`src/rtl/mmcm_drp_responder.sv`:
```
// mmcm_drp_responder: DRP target emulating the MMCME2_ADV DRP port, config memory and LOCKED behaviour
module mmcm_drp_responder #(
    parameter int pADDR_WIDTH  = 7,
    parameter int pDATA_WIDTH  = 16,
    parameter int pRD_LATENCY  = 4,
    parameter int pWR_LATENCY  = 4,
    parameter int pLOCK_CYCLES = 64
) (
    input  logic                   clk_usb,
    input  logic                   reset_n,
    input  logic [pADDR_WIDTH-1:0] drp_addr,
    input  logic                   drp_den,
    input  logic                   drp_dwe,
    input  logic [pDATA_WIDTH-1:0] drp_din,
    output logic [pDATA_WIDTH-1:0] drp_dout,
    output logic                   drp_drdy,
    input  logic                   mmcm_rst,
    input  logic                   pwrdwn,
    output logic                   locked,
    input  logic                   err_clr,
    output logic [1:0]             err_flags
);
    localparam int LW = $clog2(pLOCK_CYCLES + 1);

    typedef enum logic [1:0] {IDLE, BUSY, DONE} state_t;

    state_t                 state, state_nxt;
    logic [3:0]             lat_cnt, lat_nxt, first_lat;
    logic [pADDR_WIDTH-1:0] addr_q, rd_addr;
    logic [pDATA_WIDTH-1:0] din_q;
    logic                   dwe_q, accept, rd_load;
    logic [1:0]             err_set;
    logic [LW-1:0]          lock_cnt, lock_nxt;
    logic [pDATA_WIDTH-1:0] mem [2**pADDR_WIDTH];

    // Next state, latency countdown and event decode; DONE is entered on the edge the counter leaves 1
    always_comb begin
        state_nxt = state;
        lat_nxt   = lat_cnt;
        accept    = 1'b0;
        first_lat = drp_dwe ? 4'(pWR_LATENCY - 1) : 4'(pRD_LATENCY - 1);
        case (state)
            IDLE: begin
                if (drp_den) begin
                    accept    = 1'b1;
                    lat_nxt   = first_lat;
                    state_nxt = (first_lat == 4'd0) ? DONE : BUSY;
                end
            end
            BUSY: begin
                lat_nxt   = lat_cnt - 4'd1;
                state_nxt = (lat_cnt == 4'd1) ? DONE : BUSY;
            end
            default: state_nxt = IDLE;
        endcase
        rd_addr  = (state == IDLE) ? drp_addr : addr_q;
        rd_load  = (state_nxt == DONE) && !((state == IDLE) ? drp_dwe : dwe_q);
        err_set  = {accept && drp_dwe && !mmcm_rst, drp_den && (state != IDLE)};
        lock_nxt = (mmcm_rst || pwrdwn) ? '0 :
                   (lock_cnt == LW'(pLOCK_CYCLES)) ? lock_cnt : lock_cnt + 1'b1;
    end

    assign drp_drdy = (state == DONE);

    // FSM state, request latch and read-data register loaded on entry to DONE
    always_ff @(posedge clk_usb) begin
        if (!reset_n) begin
            state    <= IDLE;
            lat_cnt  <= '0;
            addr_q   <= '0;
            din_q    <= '0;
            dwe_q    <= 1'b0;
            drp_dout <= '0;
        end else begin
            state   <= state_nxt;
            lat_cnt <= lat_nxt;
            if (accept) begin
                addr_q <= drp_addr;
                din_q  <= drp_din;
                dwe_q  <= drp_dwe;
            end
            if (rd_load)
                drp_dout <= mem[rd_addr];
        end
    end

    // Configuration memory: cleared by reset, written in the DRDY cycle of a write
    always_ff @(posedge clk_usb) begin
        if (!reset_n) begin
            for (int i = 0; i < 2**pADDR_WIDTH; i++)
                mem[i] <= '0;
        end else if (state == DONE && dwe_q) begin
            mem[addr_q] <= din_q;
        end
    end

    // Lock counter saturates at pLOCK_CYCLES; locked tracks the post-increment value
    always_ff @(posedge clk_usb) begin
        if (!reset_n) begin
            lock_cnt <= '0;
            locked   <= 1'b0;
        end else begin
            lock_cnt <= lock_nxt;
            locked   <= (lock_nxt == LW'(pLOCK_CYCLES));
        end
    end

    // Sticky error flags; a new error beats a coincident clear
    always_ff @(posedge clk_usb) begin
        if (!reset_n)
            err_flags <= '0;
        else
            err_flags <= (err_clr ? 2'b00 : err_flags) | err_set;
    end
endmodule

```
`config.mk`:
```
export PLATFORM = sky130hd
export DESIGN_NAME = mmcm_drp_responder
export DESIGN_NICKNAME = d
export VERILOG_FILES = /design/src/rtl/mmcm_drp_responder.sv
export SDC_FILE = /design/constraint.sdc
export NUM_CORES = 2
export LEC_CHECK = 0
export ABC_AREA = 1
export CAP_MARGIN = 5
export CORE_MARGIN = 3
export CORE_UTILIZATION = 60
export CTS_BUF_LIST = sky130_fd_sc_hd__clkbuf_4 sky130_fd_sc_hd__clkbuf_8
export DETAILED_ROUTE_END_ITERATION = 16
export HOLD_SLACK_MARGIN = 0.08
export PLACE_DENSITY = 0.78
export SETUP_SLACK_MARGIN = 0.4
export SYNTH_ARGS = -nofsm -noshare
export SYNTH_HDL_FRONTEND = slang
export SYNTH_SLANG_ARGS = --single-unit
```
`constraint.sdc`:
```
create_clock -name clk_usb -period 9.6 [get_ports clk_usb]
set_input_delay 2.88 -clock clk_usb [delete_from_list [all_inputs] [get_ports clk_usb]]
set_output_delay 2.88 -clock clk_usb [all_outputs]
set_load 0.005 [all_outputs]
```
* Yosys cells after proc, flatten, opt, wreduce, memory -nomap -nowiden
Memory sizes are Yosys's and may differ from the RTL's. A register that Yosys moved wholly into a read port is not among the register bits.
Index checks and enable logic that the tools add are counted.
** Operators by class
- Add/sub/neg operators :: 2
- Eq/ne operators :: 7
- Mux-type cells :: 19
- Bitwise logic cells :: 1
- Reductions and logical operators :: 14
** Operators by type and width (number)
- $mux 7 :: 4
- $mux 16 :: 1
- $reduce_or 16->1 :: 1
- $eq 7x7->1 const B :: 2
- $mux 1 :: 8
- $pmux 4 s2 :: 1
- $add 7x1->7 const B :: 1
- $mux 2 :: 3
- $logic_and 1x1->1 :: 5
- $eq 2x2->1 const B :: 2
- $eq 4x1->1 const B :: 1
- $mux 4 :: 1
- $pmux 2 s2 :: 1
- $reduce_bool 2->1 :: 2
- $sub 4x1->4 const B :: 1
- $logic_not 1->1 :: 3
- $eq 2x1->1 const B :: 1
- $logic_not 2->1 :: 1
- $ne 2x2->1 const B :: 1
- $or 2x2->2 :: 1
- $reduce_and 2->1 :: 1
- $logic_or 1x1->1 :: 1
** Word-level totals
- Flip-flop bits (word level) :: 40
- Bits in writable memories :: 2048
- Input bits :: 30
- Output and inout port bits :: 20
- Logic and storage cells :: 52
- Memories :: 1
** Memory list
- mem :: words 128, width 16, read ports 1, clocked after Yosys merged registers in 1, wr ports 128, RTL line 34 : logic [pDATA_WIDTH-1:0] mem [2**pADDR_WIDTH];

* Logic depth before layout (Yosys ltp)
- Word-level depth :: 7
- Gate-level depth with buffers :: 17
- Gate-level depth less buffers :: 14

* Worst setup path after synthesis
OpenSTA, ideal clock, no wires.
- Path kind :: input-to-reg
- From :: in reset_n
- To :: mem mem[127][0], enable pin
- Library setup time :: 372 ps
- Data arrival time :: 4610 ps
- Slack :: 4618 ps
- Stages :: 9
- Cells stage by stage :: nand2_1 -> nor3_2 -> inv_2 -> buf_2 -> nor4_2 -> buf_2 -> nand2_1 -> clkbuf_1 -> nand2_1
** RTL lines
- start: declaration :: RTL line 10 : input logic reset_n,
- end: declaration :: RTL line 34

==> out/summary.md <==
The run finished with clean final reports. The tools report the wire length of the first global-routing pass as 415 mm. Static leakage: 0.0365 uW. From synthesis to final layout, the design area changed by 7.58%. The tools report the root cell of the clock tree as sky130_fd_sc_hd__clkbuf_8. The tools report the type of element capturing the critical path as a register. The number of global-route vias before repair is 68500, and the sequential area share after synthesis is 66.4%. The logs give 0.923 for the routability congestion estimate from global placement and 0 for the DRC violations left.

The final-report max-slew violation count is 0, and the share of the clock period used by the worst path is 64.4%. The power density normalized to cell area works out to 213 nW/um2. The transition time at the pin with the least slew margin works out to 1.31 ns.

Counting flops with an async set or reset pin after synthesis yields a share of 0%. Setup repair after global routing left no endpoint under its margin. The switching part of the total works out to 30.0%.

Setup slack on the worst reg-to-reg path comes out at 4.58 ns. For the register share of total power, the log shows 48.5%. Counting every net in the synthesized netlist gives 9646. The number of warnings issued by yosys was 0; the count of endpoints failing hold in the final timing report was 0.

The H-tree was split into 5 levels. The run gives 157 mm as the HPWL after detailed placement. Of the total power, the clock network draws 34.7%. Dividing the detail-routed wire length by the instance count gives 24.3 um. Clock latency on the worst-skew pair, taken at its later pin, is 1.03 ns. In this run, synthesis inferred 2048 flip-flops with an integrated enable.

The top-level port count was 50. The headroom to the max-slew limit was 12.7%. The count of buffers added on input and output ports is 49. The logic gate share of total power was 16.9%. The mapped netlist covers 94400 um2.

By startpoint and endpoint, the worst setup path is classified as in2reg. The die covers 162000 um2. Entering global routing, the biggest net connects 158 pins. The class of the tightest hold or removal check was reg2reg. The tools report the number of buffers created by CTS as 339. The worst setup path is launched from an input pin. The total length of routed wires is 280 mm. The prevailing post-synth register cell is sky130_fd_sc_hd__edfxtp_1.

The first TritonRoute pass finished after 8 iterations. The worst-case IR drop observed on VDD is 163 uV. The vertical extent of the die came out at 403 um. TritonCTS built the clock tree. In this run the worst path has a maximum fanout of 82. After global routing the overflow that remains totals 0.

Hold timing on the final database bottoms out at a slack of 0.470 ns. The die width came out at 403 um. The highest clock frequency the design can meet is 0.162 GHz.

Setup violations remaining at the end of the flow were counted as 0. The global-route total usage across every layer is 33.9%. The clock sink count came out at 2104. Counting flops and latches in the post-synthesis netlist gives 2104.

The longest clock path from root to sink contains 4 buffers. The clock skew after layout was 0.0681 ns; the area occupied by registers was 62600 um2. Subtracting the final worst setup slack from the clock period gives 6.18 ns. Clock-pin slew was measured on the worst setup and hold paths at 0.06 ns.

Along the worst hold path, the cell count comes to 2. The average instance in the mapped netlist occupies 9.82 um2. After the first detailed-routing iteration, the DRC count stood at 12100.

The internal cell power is 15100 uW. Synthesis produced a netlist whose cell count is 9612. Multi-input gate area in the final layout: 28000 um2. The number of setup buffers added after CTS is 0. The initialized floorplan defines 144 standard-cell rows. The logs give 10.22 ns for the endpoint required time on the critical path and 0 for the antenna violation net count after detailed routing. The worst endpoint data arrival time is 6.80 ns.

The run gives 6470 uW as the net switching component of the power. The tools report the floorplan core area as 155000 um2. Once the floorplan was initialized, standard cells occupied 60.8% of the core. After clock tree synthesis, the repair step resized 0 gates. Across the run, the number of max-cap violations was 0. For the number of distinct library cells after synthesis, the log shows 33. The number of antenna violations at the first check in global routing was 11; the ratio of routed vias to standard cells was 6.34. The worst register-to-register path has a depth of 14. The tools report the total negative slack as 0 ns. The count of filler cells inserted in the layout is 11600, and the vias after detailed routing is 73200. For the number of nets in the layout, the log shows 9289. Cells with a size suffix above 1 make up 7.26% of the layout. Hold repair after CTS inserted 0 buffers.
## layout by cell type (no fill, tap or decap), types with 2 or more instances in the layout
| master | count |
|---|---|
| sky130_fd_sc_hd__buf_12 | 25 |
| sky130_fd_sc_hd__diode_2 | 13 |
| sky130_fd_sc_hd__clkinv_1 | 67 |
| sky130_fd_sc_hd__xor2_1 | 3 |
| sky130_fd_sc_hd__o21ai_4 | 5 |
| sky130_fd_sc_hd__clkinvlp_4 | 5 |
| sky130_fd_sc_hd__nor3_2 | 3 |
| sky130_fd_sc_hd__ha_1 | 4 |
| sky130_fd_sc_hd__nand2_8 | 2 |
| sky130_fd_sc_hd__clkdlybuf4s50_1 | 48 |
| sky130_fd_sc_hd__nand3_1 | 2172 |
| sky130_fd_sc_hd__bufinv_16 | 4 |
| sky130_fd_sc_hd__a21oi_1 | 22 |
| sky130_fd_sc_hd__clkbuf_4 | 107 |
| sky130_fd_sc_hd__o21a_1 | 16 |
| sky130_fd_sc_hd__o21ai_0 | 22 |
| sky130_fd_sc_hd__nor3_1 | 13 |
| sky130_fd_sc_hd__o21ai_2 | 2 |
| sky130_fd_sc_hd__edfxtp_1 | 2048 |
| sky130_fd_sc_hd__nand2_4 | 2 |
| sky130_fd_sc_hd__dfxtp_1 | 56 |
| sky130_fd_sc_hd__nand2_1 | 2198 |
| sky130_fd_sc_hd__nand2_2 | 24 |
| sky130_fd_sc_hd__nor4_4 | 7 |
| sky130_fd_sc_hd__a211oi_1 | 6 |
| sky130_fd_sc_hd__clkinv_2 | 32 |
| sky130_fd_sc_hd__inv_6 | 18 |
| sky130_fd_sc_hd__inv_1 | 38 |
| sky130_fd_sc_hd__nor2_1 | 2085 |
| sky130_fd_sc_hd__clkbuf_8 | 362 |
| sky130_fd_sc_hd__inv_2 | 9 |
| sky130_fd_sc_hd__buf_4 | 75 |
## final timing paths
| kind | from | end |
|---|---|---|
| max | reset_n | mem[92][10] |
| min | err_flags[0] | err_flags[0] |
| max reg2reg | state[0] | drp_dout[10] |
| min reg2reg | err_flags[0] | err_flags[0] |
## metrics by stage
step / cell area, um2 / total power, uW / util, % / worst slack (ns) / std cells
6_report: 102000 / 21600 / 65.4 / 3.42 / 11500
5_1_grt: 101000 / 22200 / 65.4 / 3.35 / 11500
4_1_cts: 101000 / 21400 / 65.4 / 3.68 / 11500
3_5_place_dp: 95100 / 14100 / 61.3 / 2.60 / 11000
3_3_place_gp: 95100 / 14100 / 61.3 / 2.66 / 11000
2_1_floorplan: 94400 / 12800 / - / 4.62 / 9612
## area by class of cell
type	instances	area share (%)
antenna	13	0.0320
clock buffer	469	5.70
clock inverter	109	0.574
inverter	66	0.333
multi-input combinational	6595	27.6
sequential	2104	61.7
tap	2044	2.52
timing repair buffer	149	1.53
## power by group through the flow
stage,clock [uW],sequential [uW],combinational (uW)
after floorplan,0,10600,2220
after global placement,0,10700,3430
after detailed placement,0,10700,3490
after CTS,7460,10500,3490
after global routing,7860,10500,3800
final,7490,10500,3650
## metal layers
layer,vias up,GRT usage [%],part of all wire [%]
met5,-,0,0.0086
met4,4,18.0,5.8
met3,981,9.24,15
met2,5783,51.5,45
met1,34500,44.9,34
li1,31900,-,-
## critical path, cell delays in order
cell	delay, ns
sky130_fd_sc_hd__buf_6	0.69
sky130_fd_sc_hd__nand2_1	0.19
sky130_fd_sc_hd__nor3_2	0.26
sky130_fd_sc_hd__inv_2	0.24
sky130_fd_sc_hd__nor4_4	0.70
sky130_fd_sc_hd__buf_4	0.53
sky130_fd_sc_hd__nand2_1	0.47
sky130_fd_sc_hd__nand2_1	0.77
## cell families after synthesis
logic type / count (synthesis) / share of synthesized area, %
DFF: 2104 / 66.4
buffers and inverters: 913 / 4.08
xor gates and xnor gates: 3 / 0.0279
adders and majority gates: 4 / 0.0530
and+or+nand+nor: 6513 / 29.0
AOI/OAI and AO/OA: 75 / 0.475
## Yosys cell counts, drive strengths merged, types with 3 or more instances
master	instances	area (um2)
nor4	9	118
a211oi	6	45.0
a21oi	22	110
xor2	3	26.3
nand2	2226	8420
buf	376	1830
nor3	16	95.1
ha	4	50.1
nor2	2087	7840
o21a	16	120
clkbuf	471	1770
o21ai	29	156
inv	65	244
nand3	2172	10900
dfxtp	56	1120
edfxtp	2048	61500
## registers in the layout, summed over array words and instances (netlist names)
name       count
locked         1
din_q         16
err_flags      2
state          2
mem         2048
dwe_q          1
lock_cnt       7
drp_dout      16
lat_cnt        4
addr_q         7
(Power assumes the default switching activity.)
